## src/rtl/uart_byte_tx.sv

```systemverilog
// uart_byte_tx: absorbs splitter bytes in a small FIFO with no backpressure and
// serializes each one as a start / 8 data (LSB first) / stop frame on tx.
// The frame advances one line level per ce tick. A byte that arrives while the
// FIFO is full is dropped, and the drop is latched on the sticky overflow flag.
module uart_byte_tx #(
  parameter int FIFO_DEPTH = 4,  // power of two, >= 2
  parameter int STOP_BITS  = 1   // 1 or 2
) (
  input  logic                          clk,
  input  logic                          rst,        // synchronous, active-low
  input  logic                          ce,
  input  logic                          byte_dv,
  input  logic [7:0]                    byteee,
  output logic                          tx,
  output logic                          busy,
  output logic                          overflow,
  output logic [$clog2(FIFO_DEPTH):0]   fifo_count
);

  localparam int             AW        = $clog2(FIFO_DEPTH);
  localparam logic [AW:0]    DEPTH_C   = FIFO_DEPTH[AW:0];
  localparam logic           STOP_LAST = (STOP_BITS == 2);

  typedef enum logic [1:0] {IDLE, START, DATA, STOP} state_t;

  state_t          state;
  logic [7:0]      mem [FIFO_DEPTH];
  logic [AW-1:0]   wr_ptr;
  logic [AW-1:0]   rd_ptr;
  logic [7:0]      shift;
  logic [2:0]      bit_cnt;
  logic            stop_cnt;

  logic            full;
  logic            wr_en;
  logic            pop;

  // The full check uses the occupancy from the start of the cycle, so a pop in
  // the same cycle never frees room for that cycle's write.
  assign full  = (fifo_count == DEPTH_C);
  assign wr_en = byte_dv && !full;

  // A new frame is fetched on a ce tick from IDLE, or at the end of the last
  // stop period so that queued frames go out back-to-back.
  assign pop = ce && (fifo_count != '0) &&
               ((state == IDLE) || ((state == STOP) && (stop_cnt == STOP_LAST)));

  assign busy = (state != IDLE) || (fifo_count != '0);

  // Byte storage. byteee is only sampled behind byte_dv, so an undriven bus
  // while byte_dv is low never reaches the array.
  // NOTE: the storage array has no reset; the cleared pointers and count make
  // stale contents unreachable, and leaving it out keeps it a plain RAM.
  always_ff @(posedge clk) begin
    if (wr_en) mem[wr_ptr] <= byteee;
  end

  // FIFO pointers, occupancy and the sticky drop flag.
  // NOTE: all clocked state uses non-blocking assignments so every register
  // samples pre-edge values, which the same-cycle push/pop rules depend on.
  always_ff @(posedge clk) begin
    if (!rst) begin
      wr_ptr     <= '0;
      rd_ptr     <= '0;
      fifo_count <= '0;
      overflow   <= 1'b0;
    end else begin
      if (wr_en) wr_ptr <= wr_ptr + 1'b1;
      if (pop)   rd_ptr <= rd_ptr + 1'b1;
      case ({wr_en, pop})
        2'b10:   fifo_count <= fifo_count + 1'b1;
        2'b01:   fifo_count <= fifo_count - 1'b1;
        default: fifo_count <= fifo_count;
      endcase
      if (byte_dv && full) overflow <= 1'b1;
    end
  end

  // Frame FSM with registered tx; it only moves on ce ticks.
  always_ff @(posedge clk) begin
    if (!rst) begin
      state    <= IDLE;
      tx       <= 1'b1;
      shift    <= '0;
      bit_cnt  <= '0;
      stop_cnt <= 1'b0;
    end else if (ce) begin
      case (state)
        IDLE: begin
          if (pop) begin
            shift <= mem[rd_ptr];
            tx    <= 1'b0;
            state <= START;
          end
        end
        START: begin
          tx      <= shift[0];
          shift   <= {1'b0, shift[7:1]};
          bit_cnt <= '0;
          state   <= DATA;
        end
        DATA: begin
          if (bit_cnt != 3'd7) begin
            bit_cnt <= bit_cnt + 1'b1;
            tx      <= shift[0];
            shift   <= {1'b0, shift[7:1]};
          end else begin
            tx       <= 1'b1;
            stop_cnt <= 1'b0;
            state    <= STOP;
          end
        end
        STOP: begin
          if (stop_cnt != STOP_LAST) begin
            stop_cnt <= stop_cnt + 1'b1;
          end else if (pop) begin
            shift <= mem[rd_ptr];
            tx    <= 1'b0;
            state <= START;
          end else begin
            state <= IDLE;
          end
        end
        default: begin
          tx    <= 1'b1;
          state <= IDLE;
        end
      endcase
    end
  end

endmodule

```

## config.mk

```make
export PLATFORM = sky130hd
export DESIGN_NAME = uart_byte_tx
export DESIGN_NICKNAME = d
export VERILOG_FILES = /design/src/rtl/uart_byte_tx.sv
export SDC_FILE = /design/constraint.sdc
export NUM_CORES = 1
export LEC_CHECK = 0
export BUFFER_PORTS_ARGS = -buffer_cell sky130_fd_sc_hd__buf_2
export CORE_ASPECT_RATIO = 1.2
export CORE_UTILIZATION = 60
export DETAILED_ROUTE_END_ITERATION = 10
export HOLD_SLACK_MARGIN = 0.05
export PLACE_DENSITY_LB_ADDON = 0.08
export SETUP_SLACK_MARGIN = 0.15
export SYNTH_ARGS = -nofsm -noshare
export SYNTH_HDL_FRONTEND = slang
export SYNTH_SLANG_ARGS = --single-unit
```

## constraint.sdc

```tcl
create_clock -name clk -period 3.97 [get_ports clk]
set_input_delay 0.1985 -clock clk [delete_from_list [all_inputs] [get_ports clk]]
set_output_delay 0.1985 -clock clk [all_outputs]
set_load 0.02 [all_outputs]
```

# Word-level counts from Yosys, hierarchy flattened

Memory sizes are Yosys's and may differ from the RTL's. A register that Yosys moved wholly into a read port is not among the register bits.
Index checks and enable logic that the tools add are counted.

Add/subtract/negate cells: 6
Equality and inequality tests: 11
Multiplexer cells: 23
Bitwise gates (word level): 1
Reductions and logical operators: 19

Operators by type and width:

| kind                                                | number |
|---|---|
| one-hot mux 8 bit (4 select lines)                  | 1 |
| 2-to-1 mux 8 bit                                    | 3 |
| one-hot mux 3 bit (2 select lines)                  | 2 |
| 2-to-1 mux 2 bit                                    | 5 |
| AND reduction 3 bit                                 | 3 |
| 2-to-1 mux 1 bit                                    | 8 |
| != test 2 bit, second input constant                | 4 |
| one-hot mux 2 bit (4 select lines)                  | 1 |
| nonzero test 2 bit                                  | 4 |
| adder 3 x 1 -> 3 bit, second input constant         | 2 |
| equality test 2 bit, second input constant          | 3 |
| logical AND 1 bit                                   | 5 |
| adder 2 x 1 -> 2 bit, second input constant         | 2 |
| equality test 2 x 1 -> 1 bit, second input constant | 2 |
| one-hot mux 1 bit (4 select lines)                  | 1 |
| AND reduction 4 bit                                 | 1 |
| equality test 3 bit, second input constant          | 1 |
| 2-to-1 mux 3 bit                                    | 1 |
| != test 3 bit, second input constant                | 1 |
| nonzero test 3 bit                                  | 1 |
| subtractor 3 x 1 -> 3 bit, second input constant    | 1 |
| zero test 2 bit                                     | 1 |
| logical OR 1 bit                                    | 2 |
| one-hot mux 1 bit (2 select lines)                  | 1 |
| other kinds (4)                                     | 4 |

Flip-flop bits (word level): 23
Bits in writable memories: 32
Input bits: 12
Output and inout bits: 6
Word-level logic and storage cells: 70
Memories kept: 1

Memory list:

| name | depth | bits a word | read ports | clocked after Yosys merged registers in | wr ports | line | text |
|---|---|---|---|---|---|---|---|
| mem  | 4     | 8           | 1          | 1                                       | 1        | 27   | `logic [7:0] mem [FIFO_DEPTH];` |

# Depth between registers and ports, before layout

Gate-level depths: netlist (run 1).

Word-level depth: 7
Mapped depth: 10
Gate-level depth less buffers: 9

# Worst setup path after synthesis (run 1)

No wires, ideal clock.

Path kind: register to register
From: register state[0]
To: register fifo_count[2]
Library setup time: 76 ps
Arrival time: 2319 ps
Required time: 3894 ps
Slack: 1575 ps
Cell stages (with the launch flop): 11
Path buffers: 1
Period minus slack after synthesis: 2395 ps
Cells stage by stage: dfxtp_1 -> inv_1 -> ha_1 -> buf_6 -> nor2_1 -> ha_1 -> inv_1 -> fa_1 -> xor2_1 -> or3_1 -> a21boi_0

Word-level cells in the longest chain between the ends: 6
Elaborated cells on any way between the ends: 9
Those cells by class: eq/ne: 3; mux: 1; reduce/logical: 5

Ends and longest elaborated chain:

| item                                                                     | line | text |
|---|---|---|
| from (decl)                                                              | 26   | `state_t state;` |
| from (signal assigned)                                                   | 82   | `state <= IDLE;` |
| from (signal assigned)                                                   | 93   | `state <= START;` |
| from (signal assigned)                                                   | 100  | `state <= DATA;` |
| equality test 2 bit                                                      | 46   | `((state == IDLE) \|\| ((state == STOP) && (stop_cnt == STOP_LAST)));` |
| logical AND 1 bit                                                        | 46   |  |
| logical OR 1 bit *                                                       | 46   |  |
| logical AND 1 bit *                                                      | 45   | `assign pop = ce && (fifo_count != '0) &&` |
| named net pop                                                            | 36   | `logic pop;` |
| equality test 2 x 1 -> 1 bit or equality test 2 bit (tied branches)      | 70   | `case ({wr_en, pop})` |
| one-hot mux 3 bit (2 select lines) or nonzero test 2 bit (tied branches) | n/a  |  |
| to (signal assigned)                                                     | 71   | `2'b10: fifo_count <= fifo_count + 1'b1;` |
| to (signal assigned)                                                     | 72   | `2'b01: fifo_count <= fifo_count - 1'b1;` |
| to (signal assigned)                                                     | 73   | `default: fifo_count <= fifo_count;` |
| to (decl)                                                                | 17   | `output logic [$clog2(FIFO_DEPTH):0] fifo_count` |

Mark *: on every way through the listed nets, which the timed path passes. The rest lies on a longest branch.
A chain may end at the register's enable or synchronous reset.

# Worst setup path after layout (run 1)

Ends and elaborated chain as after synthesis.

==> results by group, run 1 <==
Timing
  – Setup slack after layout: 1.29 ns
  – Fmax: 374 MHz
  – Final Cycle Share: 67.4%
  – Normalized max-slew margin: 40.4%
  – Setup TNS: 0 ns
  – Clock Skew: 0.00844 ns
  – Tightest Pin Transition: 0.893 ns
  – Slew Viols, Final: 0
  – Clock period minus worst slack: 2.68 ns
  – Hold_ws: 0.102 ns
  – Final-report hold violation count: 0
  – RSZ-0062 raised after global routing: no
  – Final setup fails: 0

Synth
  – EDFF count, synth: 32
  – Mean Syn Cell Area: 13.0 um^2
  – Number of distinct library cells after synthesis: 42
  – Cells after Synth: around 190
  – Synth async-reset ratio: 0%
  – Main flop type after synthesis: edfxtp_1
  – Syn nets: 216
  – Seq/Total Area, Yosys: 57.9%
  – YS warnings: 0
  – Mapped Area: 2490 um^2
  – Seq cells post-synth: between 50 and 60

Critical path
  – Critical path endpoint category: flip-flop
  – CP Launch Point: state[0]
  – CP Data Required Time: ~4.2 ns
  – Reg2reg setup slack: ~1.3 ns
  – CP arrival: slightly below 3 ns
  – Crit Path Class: reg2reg
  – Reg-to-reg startpoint: state[0]
  – R2r endpoint: fifo_count[2]
  – Worst-path maximum fanout: 16
  – End of the critical path: fifo_count[2]
  – CP startpoint kind: flip-flop
  – Reg2reg path depth: 9

Die
  – Core area: approximately 4000 um^2
  – Starting Density: 62.7%
  – IO Pins: 18
  – Die area: 4410 um^2
  – FP Rows: 25
  – Die Y: 72.6 um
  – Die Wd: approximately 61 um

Clock tree
  – Postcts setup bufs: 0
  – Clk_lat worst skew: 0.30 ns
  – Post-CTS sizing: 0
  – H-tree levels: 2
  – Num CTS Buffers: 5
  – Clk sink count: 56
  – CTS tree: built
  – Worst-path clk slew: 0.09 ns
  – Clk buf depth: 2
  – Hold buffer count at cts: 0
  – CTS Root Cell: clkbuf_8

Finish
  – Commonest non-fill, non-tap cell in the layout: edfxtp_1
  – Share of cells above drive strength 1: 16.2%
  – Area grow syn2layout: 8.64%
  – Final nets: 233
  – # diodes: 0
  – FILL cells: 315
  – Commonest cells after routing, fill and taps aside: edfxtp_1, dfxtp_1, buf_2

Drt
  – Routed Antenna Nets: 0
  – DR pass1 iterations: 5
  – DR vias: 1547
  – Iteration-0 DRC Markers: 47
  – Routed len/inst: 16.5 um
  – Final wirelength: 4350 um
  – DRC violations left: 0
  – Vias per cell: 5.86

Global route
  – Largest net degree at the start of global routing: 33
  – Antenna violations before repair: 0
  – GRT Total Usage: between 20% and 30%
  – First-pass GRT wire length: 6980 um
  – Overflow after GRT: 0
  – Vias in the first global route: 1588

Job
  – Total of max-cap violations: 0

Pwr
  – Leakage: 0.000985 uW
  – Pwr/cell area: 657 nW/um^2
  – Peak supply drop: 0.440 mV

Place
  – Place WS: 1.31 ns
  – I/O Buffers: 17
  – GPL Wtd Cong: 0.822
  – DP HPWL: about 2900 um

Hold path
  – Hold Path Class: in2reg
  – Worst hold stages: 1

Outcome
  – Status: finished, final reports clean
worst min path at each step:
stage	slack [ns]	to	start
2_1_floorplan	0.30	mem[0][0]	byteee[0]
3_3_place_gp	0.41	mem[2][5]	byteee[5]
3_5_place_dp	0.42	mem[0][5]	byteee[5]
4_1_cts	0.1	mem[2][7]	byteee[7]
5_1_grt	0.1	mem[1][6]	byteee[6]
6_report	0.10	mem[2][7]	byteee[7]
metrics by stage:
stage / power, uW / utilization, % / cell area [um^2] / std cells
global placement: 1340 / 64.8 / 2570 / 256
CTS: 1790 / 68.1 / 2710 / 264
global route: 1890 / 68.1 / 2710 / 264
floorplan: 1260 / - / 2490 / 192
finish: 1780 / 68.1 / 2710 / 264
detailed placement: 1370 / 64.8 / 2570 / 256
per-layer routing:
| layer | global-route usage [%] | routed length (um) | up-vias |
|---|---|---|---|
| met5 | 0 | 0 | - |
| met4 | 10.6 | 66 | 0 |
| met3 | 6.03 | 168 | 7 |
| met2 | 37.9 | 2200 | 33 |
| met1 | 25.3 | 1910 | 751 |
| li1 | - | - | 756 |
cells in the mapped netlist (3+ instances only):
library cell	number	area [um^2]
buf_6	4	45.0
a31o_2	6	52.6
dfxtp_1	24	480
ha_1	11	138
nor2_1	5	18.8
nand2_1	3	11.3
nand3_1	3	15.0
edfxtp_1	32	961
xor2_1	3	26.3
and2_1	10	62.6
inv_1	11	41.3
a21oi_1	3	15.0
mux2i_1	9	90.1
a2111oi_0	13	114
nor2b_1	13	81.3
o21ai_0	11	55.1
power breakdown:
group          switching [uW]  internal [uW]  total (uW)
clock network             171            252         423
registers                 101            721         823
logic                     300            234         534
total                     572           1210        1780
area by class of cell:
| type | count | area, um^2 | area share (%) |
|---|---|---|---|
| clock buffer | 6 | 72.6 | 2.68 |
| sequential | 56 | 1440 | 53.3 |
| clock inverter | 2 | 60.1 | 2.22 |
| inverter | 11 | 41.3 | 1.53 |
| tap | 54 | 67.6 | 2.50 |
| timing repair buffer | 17 | 85.1 | 3.14 |
| multi-input combinational | 118 | 938 | 34.7 |
worst max-delay path: stages, from the launching register on:
cell      delay [ns]
dfxtp_1         0.42
inv_1           0.09
ha_1            0.54
nor2_1          0.28
ha_1            0.22
inv_1           0.06
fa_1            0.37
xor2_1          0.16
or3_1           0.30
a21boi_0        0.16
kinds of logic after synthesis:
| group | synth area share [%] |
|---|---|
| buf+inv | 4.47 |
| compound gates | 14.6 |
| fa+ha+maj | 6.33 |
| simple gates | 10.4 |
| mux | 4.52 |
| xor+xnor | 1.76 |
| flops | 57.9 |
registers in the layout, summed over array words and instances (netlist names), named ones only:
register    flops
shift           8
tx              1
state           2
rd_ptr          2
mem            32
overflow        1
wr_ptr          2
bit_cnt         3
fifo_count      3
Power figures use the tool's default switching activity.
==> inputs of run 2 (changes only) <==
Settings changed: CORE_UTILIZATION 60 to 53.
Clock period 3.97 ns to 2.3 ns, I/O delays scaled along.
==> run 2 against run 1 <==
  * Clock power grew 49%
  * Critical endpoint unchanged
  * Via count is 1.4% higher
  * Sequential cell count unchanged
  * Global-route usage down 2.9 points
  * Final area up 5.0%
  * Cell count rose by 5.3%
==> results by group, run 2 (synthesized netlist as in run 1, its figures left out) <==
Clock tree
  – Worst-path clk slew: 0.10 ns (about the same)
  – Clk sink count: 56 (unchanged)
  – CTS tree: built
  – Clk buf depth: 2 (unchanged)
  – Num CTS Buffers: 5 (unchanged)
  – CTS Root Cell: clkbuf_8
  – H-tree levels: 2 (unchanged)
  – Clk_lat worst skew: 0.31 ns (about the same)

Die
  – Starting Density: 56.7% (-6.0 points)
  – IO Pins: 18 (unchanged)
  – Die area: 4980 um^2 (+13%)
  – FP Rows: 26 (+4.0%)
  – Die Wd: 64.6 um (+6.2%)
  – Core area: 4390 um^2 (+11%)
  – Die Y: 77.1 um (+6.2%)

Timing
  – RSZ-0062 raised after global routing: yes
  – Final Cycle Share: 88.4% (+21 points)
  – Final-report hold violation count: 0 (unchanged)
  – Clock Skew: 0.0103 ns (+0.00187 ns)
  – Clock period minus worst slack: 2.03 ns (-0.644 ns)
  – Fmax: 492 MHz (+32%)
  – Normalized max-slew margin: 60.4% (+20 points)
  – Tightest Pin Transition: 0.593 ns (-0.300 ns)
  – Final setup fails: 0 (unchanged)
  – Setup TNS: 0 ns (unchanged)
  – Slew Viols, Final: 0 (unchanged)

Outcome
  – Status: finished, final reports clean

Global route
  – Largest net degree at the start of global routing: 33 (unchanged)
  – Met3 GRT Util: 4.02% (-2.0 points)
  – First-pass GRT wire length: 7070 um (+1.3%)
  – Vias in the first global route: 1562 (-1.6%)
  – Antenna violations before repair: 0 (unchanged)
  – GR peak layer: met2
  – GRT Total Usage: 19.3% (-2.9 points)
  – GR Util met1: 22.1% (-3.2 points)
  – Global routing usage on met2: 34.1% (-3.7 points)
  – Overflow after GRT: 0 (unchanged)

Place
  – Placed Instances: 261 (+2.0%)
  – Placed instance area: 2620 um^2 (+1.9%)
  – DP HPWL: 3000 um (+5.1%)
  – GPL Wtd Cong: 0.831 (+1.1%)
  – I/O Buffers: 17 (unchanged)

Finish
  – # diodes: 0 (unchanged)
  – Share of cells above drive strength 1: 22.5% (+6.3 points)
  – Final Non-Filler Cells: 278 (+5.3%)
  – Biggest regs: mem (32), shift (8)
  – Final nets: 245 (+5.2%)
  – Max reg flops: 32 (unchanged)
  – Core Util, Final: 64.7% (-3.4 points)
  – Cell area after layout: 2840 um^2 (+5.0%)
  – Commonest non-fill, non-tap cell in the layout: edfxtp_1
  – FILL cells: 351 (+11%)
  – Reg with most FFs: mem
  – Area grow syn2layout: 14.1%
  – Commonest cells after routing, fill and taps aside: edfxtp_1, dfxtp_1, buf_2

Pwr
  – Internal power: 2040 uW (+69%)
  – Clock Power Share: 20.5% (-3.2 points)
  – Comb pwr share: 33.5% (+3.5 points)
  – Peak supply drop: 0.609 mV (+38%)
  – Pwr/cell area: 1080 nW/um^2 (+65%)
  – Reg power frac: 46.0% (-0.2 points)
  – Switching share of total power: 33.7% (+1.5 points)
  – Switching power: 1040 uW (+81%)
  – Leakage: 0.00103 uW (+4.7%)

Drt
  – Routed Antenna Nets: 0 (unchanged)
  – DR pass1 iterations: 4 (-1)
  – DRC violations left: 0 (unchanged)
  – Iteration-0 DRC Markers: 31 (-34%)
  – Vias per cell: 5.64 (-3.7%)
  – DR vias: 1569 (+1.4%)
  – Final wirelength: 4430 um (+2.0%)
  – Routed len/inst: 15.9 um (-3.2%)

Critical path
  – CP max stage delay: 0.38 ns (-0.16 ns)
  – Crit Path Class: reg2reg
  – CP cell instances: inv_2 -> ha_4 -> nor2_4 -> ha_2 -> inv_1 -> fa_1 -> xor2_1 -> or3_1 -> a21boi_1
  – Worst-path maximum fanout: 4 (-12)
  – CP arrival: 2.29 ns (-0.62 ns)
  – Critical path endpoint category: flip-flop
  – Critical path's slowest cell: dfxtp_4
  – CP startpoint kind: flip-flop
  – CP Data Required Time: 2.55 ns (-1.65 ns)

Job
  – Total of max-cap violations: 0 (unchanged)

Hold path
  – Hold Path Class: in2reg
run 2: power groups by stage:
stage | logic, uW | registers [uW] | clock network, uW
2_1_floorplan | 810 | 1400 | 0
3_3_place_gp | 969 | 1410 | 0
3_5_place_dp | 1000 | 1430 | 0
4_1_cts | 1020 | 1400 | 644
5_1_grt | 1140 | 1430 | 682
6_report | 1030 | 1410 | 632
run 2: metal layers:
metal	wire (um)	up-vias
met1	1950	770
li1	-	775
met5	0	-
met3	84	6
met4	79	0
met2	2320	18
run 2: area by class of cell:
class / count / area [um^2] / area share [%]
Sequential cell: 56 / 1450 / 51.0
Multi-Input combinational cell: 118 / 973 / 34.3
Timing Repair Buffer: 29 / 195 / 6.87
Tap cell: 56 / 70.1 / 2.47
Clock buffer: 5 / 68.8 / 2.42
Clock inverter: 3 / 42.5 / 1.50
Inverter: 11 / 41.3 / 1.45
run 2: timing repair:
| action | in CTS | in global routing |
|---|---|---|
| hold buffers | 8 | 0 |
| endpoints found under the hold margin | 32 | 0 |
| setup endpoints to repair | 0 | 3 |
| resized for setup | 0 | 9 |
| buffers inserted | 0 | 1 |
run 2: path summary, 6_finish.rpt:
kind / startpoint / endpoint / slack [ns] / cells after the start
worst max register to register: state[1] / fifo_count[2] / 0.27 / 9
worst min register to register: shift[1] / shift[1] / 0.49 / 1
worst max-delay path: state[1] / fifo_count[2] / 0.27 / 9
worst min-delay path: byte_dv / overflow / 0.08 / 3
run 2: critical path: cells and delay by family (launching register included):
family / cells / cell delay, ns
fa+ha+maj: 3 / 0.80
simple gates: 2 / 0.42
flops: 1 / 0.38
xor+xnor: 1 / 0.15
compound gates: 1 / 0.13
buf+inv: 2 / 0.10
run 2: metrics by stage:
stage / total power, uW / setup WS (ns) / hold slack, ns
after detailed placement: 2430 / 0.205 / 0.332
after global placement: 2380 / 0.279 / 0.323
after CTS: 3070 / 0.177 / 0.0707
after floorplan: 2210 / 0.160 / 0.214
final: 3080 / 0.267 / 0.0776
after global routing: 3260 / 0.145 / 0.116
